--- src/rtl/microcode_decoder_pkg.sv ---
// Shared codes for the microcode decoder and the register modules it drives:
// register command codes, opcodes, FSM state encoding and the control-word record.
package microcode_decoder_pkg;

  localparam logic [3:0] CODE_CLEAR  = 4'd0;
  localparam logic [3:0] CODE_LOAD   = 4'd1;
  localparam logic [3:0] CODE_HOLD   = 4'd2;
  localparam logic [3:0] CODE_SHIFTR = 4'd3;
  localparam logic [3:0] ALU_ADD     = 4'd0;

  typedef enum logic [2:0] {
    OP_NOP = 3'b000,
    OP_CLR = 3'b001,
    OP_LDX = 3'b010,
    OP_ADD = 3'b011,
    OP_SHR = 3'b100,
    OP_STZ = 3'b101,
    OP_MAC = 3'b110,
    OP_ILL = 3'b111
  } opcode_e;

  typedef enum logic {
    ST_IDLE = 1'b0,
    ST_EXEC = 1'b1
  } state_e;

  typedef struct packed {
    logic [3:0] tx;
    logic [3:0] ty;
    logic [3:0] tz;
    logic       last;
  } ctrl_word_t;

  function automatic opcode_e opcode_of(logic [7:0] instr);
    return opcode_e'(instr[7:5]);
  endfunction

endpackage

--- src/rtl/microcode_decoder_if.sv ---
// Instruction handshake and control-word bus between an instruction source and the decoder.
// Handshake: a word on instr is taken on a posedge where instr_valid && instr_ready; otherwise instr is ignored.
interface microcode_decoder_if;
  import microcode_decoder_pkg::*;

  logic       instr_valid;
  logic [7:0] instr;
  logic       instr_ready;
  logic [3:0] tx;
  logic [3:0] ty;
  logic [3:0] tz;
  logic [3:0] tula;
  logic       busy;
  logic       done;
  logic       illegal;
  state_e     dbg_state;
  logic [3:0] dbg_step;

  modport master (
    output instr_valid, instr,
    input  instr_ready, tx, ty, tz, tula, busy, done, illegal, dbg_state, dbg_step
  );

  modport slave (
    input  instr_valid, instr,
    output instr_ready, tx, ty, tz, tula, busy, done, illegal, dbg_state, dbg_step
  );

endinterface

--- src/rtl/microcode_decoder_rom.sv ---
// Combinational microcode table: (opcode, step, shift count) -> {tx, ty, tz, last}.
// Registers not named in a step receive HOLD.
module microcode_rom
  import microcode_decoder_pkg::*;
#(
  parameter logic [3:0] CLEAR  = CODE_CLEAR,
  parameter logic [3:0] LOAD   = CODE_LOAD,
  parameter logic [3:0] HOLD   = CODE_HOLD,
  parameter logic [3:0] SHIFTR = CODE_SHIFTR
) (
  input  opcode_e    opcode_i,
  input  logic [3:0] step_i,
  input  logic [3:0] count_i,
  output ctrl_word_t word_o
);

  always_comb begin
    word_o = '{tx: HOLD, ty: HOLD, tz: HOLD, last: 1'b1};
    case (opcode_i)
      OP_NOP: ;
      OP_CLR: begin
        word_o.tx = CLEAR;
        word_o.ty = CLEAR;
        word_o.tz = CLEAR;
      end
      OP_LDX: word_o.tx = LOAD;
      OP_ADD: word_o.ty = LOAD;
      OP_SHR: begin
        // A zero count still occupies one all-HOLD cycle.
        if (count_i != 4'd0) begin
          word_o.ty   = SHIFTR;
          word_o.last = (step_i == count_i - 4'd1);
        end
      end
      OP_STZ: word_o.tz = LOAD;
      OP_MAC: begin
        word_o.last = (step_i == 4'd3);
        case (step_i[1:0])
          2'd0: word_o.tx = LOAD;
          2'd1: word_o.ty = LOAD;
          2'd2: word_o.ty = SHIFTR;
          2'd3: word_o.tz = LOAD;
          default: ;
        endcase
      end
      OP_ILL: ;
      default: ;
    endcase
  end

endmodule

--- src/rtl/microcode_decoder.sv ---
// Instruction decoder: accepts 8-bit instructions and issues registered per-cycle
// control words for the X/Y/Z registers; supports back-to-back issue with no bubble.
module microcode_decoder
  import microcode_decoder_pkg::*;
#(
  parameter logic [3:0] CLEAR  = CODE_CLEAR,
  parameter logic [3:0] LOAD   = CODE_LOAD,
  parameter logic [3:0] HOLD   = CODE_HOLD,
  parameter logic [3:0] SHIFTR = CODE_SHIFTR
) (
  input logic                clock,
  input logic                reset_n,
  microcode_decoder_if.slave bus
);

  state_e     state_q, state_d;
  logic [3:0] step_q, step_d;
  opcode_e    opcode_q, opcode_d;
  logic [3:0] count_q, count_d;
  logic [3:0] tx_q, tx_d, ty_q, ty_d, tz_q, tz_d;
  logic       last_q, last_d;
  logic       illegal_q, illegal_d;

  logic       accept;
  logic       load_word;
  opcode_e    rom_op;
  logic [3:0] rom_step;
  logic [3:0] rom_count;
  ctrl_word_t rom_word;

  // The ROM looks up the word for the *next* cycle so the outputs can be registered.
  microcode_rom #(
    .CLEAR (CLEAR),
    .LOAD  (LOAD),
    .HOLD  (HOLD),
    .SHIFTR(SHIFTR)
  ) u_rom (
    .opcode_i(rom_op),
    .step_i  (rom_step),
    .count_i (rom_count),
    .word_o  (rom_word)
  );

  assign bus.instr_ready = (state_q == ST_IDLE) || last_q;
  assign accept          = bus.instr_valid && bus.instr_ready;

  always_comb begin
    state_d   = state_q;
    step_d    = step_q;
    opcode_d  = opcode_q;
    count_d   = count_q;
    rom_op    = opcode_q;
    rom_step  = step_q + 4'd1;
    rom_count = count_q;
    load_word = 1'b0;
    if (accept) begin
      state_d   = ST_EXEC;
      step_d    = 4'd0;
      opcode_d  = opcode_of(bus.instr);
      count_d   = bus.instr[3:0];
      rom_op    = opcode_of(bus.instr);
      rom_step  = 4'd0;
      rom_count = bus.instr[3:0];
      load_word = 1'b1;
    end else if (state_q == ST_EXEC && !last_q) begin
      step_d    = step_q + 4'd1;
      load_word = 1'b1;
    end else if (state_q == ST_EXEC) begin
      state_d = ST_IDLE;
      step_d  = 4'd0;
    end

    tx_d      = HOLD;
    ty_d      = HOLD;
    tz_d      = HOLD;
    last_d    = 1'b0;
    illegal_d = 1'b0;
    if (load_word) begin
      tx_d      = rom_word.tx;
      ty_d      = rom_word.ty;
      tz_d      = rom_word.tz;
      last_d    = rom_word.last;
      illegal_d = (rom_op == OP_ILL);
    end
  end

  always_ff @(posedge clock) begin
    if (!reset_n) begin
      state_q   <= ST_IDLE;
      step_q    <= 4'd0;
      opcode_q  <= OP_NOP;
      count_q   <= 4'd0;
      tx_q      <= HOLD;
      ty_q      <= HOLD;
      tz_q      <= HOLD;
      last_q    <= 1'b0;
      illegal_q <= 1'b0;
    end else begin
      state_q   <= state_d;
      step_q    <= step_d;
      opcode_q  <= opcode_d;
      count_q   <= count_d;
      tx_q      <= tx_d;
      ty_q      <= ty_d;
      tz_q      <= tz_d;
      last_q    <= last_d;
      illegal_q <= illegal_d;
    end
  end

  assign bus.tx        = tx_q;
  assign bus.ty        = ty_q;
  assign bus.tz        = tz_q;
  assign bus.tula      = ALU_ADD;
  assign bus.busy      = (state_q == ST_EXEC);
  assign bus.done      = last_q;
  assign bus.illegal   = illegal_q;
  assign bus.dbg_state = state_q;
  assign bus.dbg_step  = step_q;

endmodule

--- src/flat_wrapper.sv ---
// flat-port wrapper written by rule: the top's interface ports become plain ports
module microcode_decoder_flat import microcode_decoder_pkg::*;
#(
  parameter logic [3:0] CLEAR  = CODE_CLEAR,
  parameter logic [3:0] LOAD   = CODE_LOAD,
  parameter logic [3:0] HOLD   = CODE_HOLD,
  parameter logic [3:0] SHIFTR = CODE_SHIFTR
)
  (clock, reset_n, bus_instr_valid, bus_instr, bus_instr_ready, bus_tx, bus_ty, bus_tz, bus_tula, bus_busy, bus_done, bus_illegal, bus_dbg_state, bus_dbg_step);
  microcode_decoder_if bus_i ();
  input logic clock;
  input logic reset_n;
  input wire logic [$bits(bus_i.instr_valid)-1:0] bus_instr_valid;
  input wire logic [$bits(bus_i.instr)-1:0] bus_instr;
  output wire logic [$bits(bus_i.instr_ready)-1:0] bus_instr_ready;
  output wire logic [$bits(bus_i.tx)-1:0] bus_tx;
  output wire logic [$bits(bus_i.ty)-1:0] bus_ty;
  output wire logic [$bits(bus_i.tz)-1:0] bus_tz;
  output wire logic [$bits(bus_i.tula)-1:0] bus_tula;
  output wire logic [$bits(bus_i.busy)-1:0] bus_busy;
  output wire logic [$bits(bus_i.done)-1:0] bus_done;
  output wire logic [$bits(bus_i.illegal)-1:0] bus_illegal;
  output wire logic [$bits(bus_i.dbg_state)-1:0] bus_dbg_state;
  output wire logic [$bits(bus_i.dbg_step)-1:0] bus_dbg_step;
  assign bus_i.instr_valid = bus_instr_valid;
  assign bus_i.instr = bus_instr;
  assign bus_instr_ready = bus_i.instr_ready;
  assign bus_tx = bus_i.tx;
  assign bus_ty = bus_i.ty;
  assign bus_tz = bus_i.tz;
  assign bus_tula = bus_i.tula;
  assign bus_busy = bus_i.busy;
  assign bus_done = bus_i.done;
  assign bus_illegal = bus_i.illegal;
  assign bus_dbg_state = bus_i.dbg_state;
  assign bus_dbg_step = bus_i.dbg_step;
  microcode_decoder #(.CLEAR(CLEAR), .LOAD(LOAD), .HOLD(HOLD), .SHIFTR(SHIFTR)) u_core (.clock(clock), .reset_n(reset_n), .bus(bus_i));
endmodule
--- config.mk ---
export PLATFORM = sky130hd
export DESIGN_NAME = microcode_decoder_flat
export DESIGN_NICKNAME = d
export VERILOG_FILES = /design/src/rtl/microcode_decoder_pkg.sv /design/src/rtl/microcode_decoder_if.sv /design/src/rtl/microcode_decoder_rom.sv /design/src/rtl/microcode_decoder.sv /design/src/flat_wrapper.sv
export SDC_FILE = /design/constraint.sdc
export NUM_CORES = 1
export LEC_CHECK = 0
export ABC_AREA = 1
export CAP_MARGIN = 20
export CORE_AREA = 3 3 69 52
export CTS_BUF_LIST = sky130_fd_sc_hd__clkbuf_4 sky130_fd_sc_hd__clkbuf_8
export CTS_CLUSTER_SIZE = 40
export DETAILED_ROUTE_END_ITERATION = 6
export DIE_AREA = 0 0 72 55
export PLACE_DENSITY = 0.78
export SETUP_SLACK_MARGIN = 0.5
export SLEW_MARGIN = 20
export SYNTH_ARGS = -nofsm -noshare
export SYNTH_HDL_FRONTEND = slang
export SYNTH_HIERARCHICAL = 1
export SYNTH_SLANG_ARGS = --single-unit
--- constraint.sdc ---
create_clock -name clock -period 2.5 [get_ports clock]
set_input_delay 0.75 -clock clock [delete_from_list [all_inputs] [get_ports clock]]
set_output_delay 0.75 -clock clock [all_outputs]
set_load 0.02 [all_outputs]
==> impl_metrics.toml <==
[status]
status = "completed"

[min_path]
min_to = "u_core/bus.dbg_step[3]"
hold_class = "flop to flop"
hold_path_depth = 2
hp-start = "u_core/bus.dbg_step[3]"

[global_route]
grtUsageMet3 = 0.0343
grt_use_total = 0.157
busiest_layer = "met2"
overflow = 0
grt_pass1_vias = 1132
grt_pass1_wl_um = 4780
antenna_found_initial = 0
use_met1 = 0.189
grt_start_max_net_pins = 16
met2_usage = 0.288

[timing]
slew_violations = 0
period_minus_slack_ns = 1.95
hold_violations = 0
setup_violations = 0
rsz0062_at_grt = "true"
fin_skew_ns = 0.00689
min_period_over_period = 0.781
fmax_ghz = 0.512
whs_ns = 0.501

[floorplan]
fp.dieH_um = 55
initial_utilization = 0.481
fp.dieArea_sq_mm = 0.00396
fp.dieW_um = 72
coreArea_sq_mm = 0.00304
rows = 17
io_pins = 36

[final_layout]
nNetsFinal = 273
diodes = 0
fin_cells = 294
final_core_util = 0.696
syn2layout_area_growth_pct = 44.7
drive_above_1_share = 0.336

[yosys]
synthFlopType = "dfxtp_1"
synth-seq-area-share = 0.356
yosys_register_bits = 26
async_flop_share = 0
netlist_instances = 195
synth_top_area_frac = 0.356
synth_edf_count = 0
synth_top_cells_by_area = "dfxtp_1 (36%), inv_1 (9.5%), nand2_1 (9.5%), nor2_4 (9.2%), buf_4 (5.6%)"
syn-cell-area_sq_mm = 0.00146
yosys.cell_types.count = 25
yosys_warnings = 6
yosysTopAreaCell = "dfxtp_1"
syn_avg_cell_area_sq_um = 7.50
synthTopCellsByCount = "inv_1 (37), nand2_1 (37), dfxtp_1 (26), nor2_1 (13), nor2_4 (12)"

[clock_tree]
cts_sinks = 26
htree_num_levels = 1
root_buffer = "clkbuf_8"
clk_path_buf_depth = 2
clk_latency_ns = 0.27
cts_buffers = 3
clk_pin_slew_ns = 0.09
cts_tree = "built"

[flow_run]
drv_cap = 0

[detailed_routing]
drc = 0
wirelength_um = 3370
via_per_inst = 4.47
avgRoutedWirePerCell_um = 11.5
via_count = 1314
firstDrtPassIters = 5
ant_nets = 0
initialDrtViolationCount = 35

[worst_setup_path]
timing.rr.start = "u_core/bus.done"
critPathMaxFanout = 4
end_kind = "flop"
rr_worst_depth = 16
reg2reg_to = "u_core/bus.done"
path_class = "input pin to flop"
ff2ff_setup_slack_ns = 0.60
cp_data_required_time_ns = 2.67
start_kind = "input pin"
crit_arrival_ns = 2.12

[power_and_ir_drop]
powerDensity_mw_per_mm2 = 538
ir_drop_v = 0.000329
p_leak_nw = 1.02

[placement]
hpwl_um = 2340
dp.cells = 280
port_buffers = 30
gp_congestion = 0.837
==> power breakdown <==
group	total [mW]	internal (mW)	switching, mW	leakage [nW]
sequential	0.447	0.437	0.0101	0.214
clock	0.349	0.214	0.134	0.0357
combinational	0.343	0.155	0.189	0.768
total	1.14	0.806	0.333	1.02
==> kinds of logic (layout without fill, tap and decap cells) <==
| kind of cell | after synthesis | in the layout | synth area share |
|---|---|---|---|
| and+or+nand+nor | 89 | 90 | 0.331 |
| buffers and inverters | 55 | 107 | 0.186 |
| DFF | 26 | 26 | 0.356 |
| AOI/OAI and AO/OA | 16 | 16 | 0.0676 |
| adders and majority gates | 5 | 5 | 0.0428 |
| other | 2 | 10 | 0.00513 |
| xor gates and xnor gates | 2 | 2 | 0.0120 |
==> state kept, by name, summed over array words and instances (netlist names) <==
register             cells
u_core/bus.busy          1
u_core/bus.dbg_step      4
u_core/bus.done          1
u_core/count_q           4
u_core/bus.tz            4
u_core/bus.ty            4
u_core/bus.illegal       1
u_core/opcode_q          3
u_core/bus.tx            4
==> final cells by class <==
class	count	area, sq um
timing repair buffer	61	536
clock inverter	1	30.0
sequential	26	526
multi-input combinational	123	778
fill	235	926
inverter	42	158
tap	38	47.5
clock buffer	3	41.3
==> stage by stage <==
stage,total power [mW],setup slack (ns),cell area (sq um),TNS [ns]
floorplan,0.660,0.462,1530,0
CTS,1.10,0.405,1990,0
global route,1.20,0.435,2120,0
finish,1.14,0.549,2120,0
detailed placement,0.758,-0.153,1920,-0.638
global placement,0.750,-0.142,1920,-0.507
==> critical path: stages <==
cell and delay (ns):
clkdlybuf4s50_1 0.47, nand3_1 0.12, nand2_2 0.13, nand2_2 0.09
nor2_4 0.14, nand2_1 0.07, o21ai_0 0.09, inv_1 0.05
or2_1 0.21
==> what timing repair did <==
item | CTS | global route
buffers inserted | 0 | 9
pin swaps | 0 | 12
gates cloned | 0 | 1
hold endpoints to repair | 0 | 0
gates resized for setup | 12 | 21
setup endpoints to repair | 15 | 8
hold buffers | 0 | 0
==> worst max-delay path by stage <==
stage	slack (ns)	cells after the start	end	start
finish	0.55	9	u_core/bus.ty[1]	bus_instr[7]
global route	0.43	16	u_core/bus.done	u_core/bus.done
detailed placement	-0.15	16	u_core/bus.done	bus_instr_valid
global placement	-0.14	16	u_core/bus.done	bus_instr_valid
floorplan	0.46	16	u_core/bus.done	bus_instr_valid
CTS	0.40	17	u_core/bus.done	bus_instr[1]
==> routing by layer <==
layer  wire length, um  part of all wire  up-vias
met5                 0                 0        -
met4                57             0.017        0
met3               203             0.060        6
met2              1660              0.49       40
met1              1450              0.43      585
li1                  -                 -      683
==> placed cells by master, fill, tap and decap left out <==
master           count
nand2_1             34
inv_1               32
buf_4               31
dfxtp_1             24
clkdlybuf4s50_1     18
nor2_4              13
nor2_1              11
inv_2               10
conb_1              10
dlygate4sd2_1        8
nand3_1              8
nand2_2              8
a21oi_1              7
nor2_2               5
ha_1                 4
clkbuf_8             3
nand2_4              3
dlymetal6s2s_1       3
o21ai_2              3
or2_1                3
xor2_1               2
o21ai_0              2
bufinv_16            1
buf_8                1
nand2_8              1
nand3_2              1
o21ai_4              1
nand4_1              1
or2_2                1
dfxtp_2              1
dfxtp_4              1
nor3_2               1
o21ai_1              1
a31oi_1              1
a22oi_1              1
ha_4                 1
(Power assumes the default switching activity.)
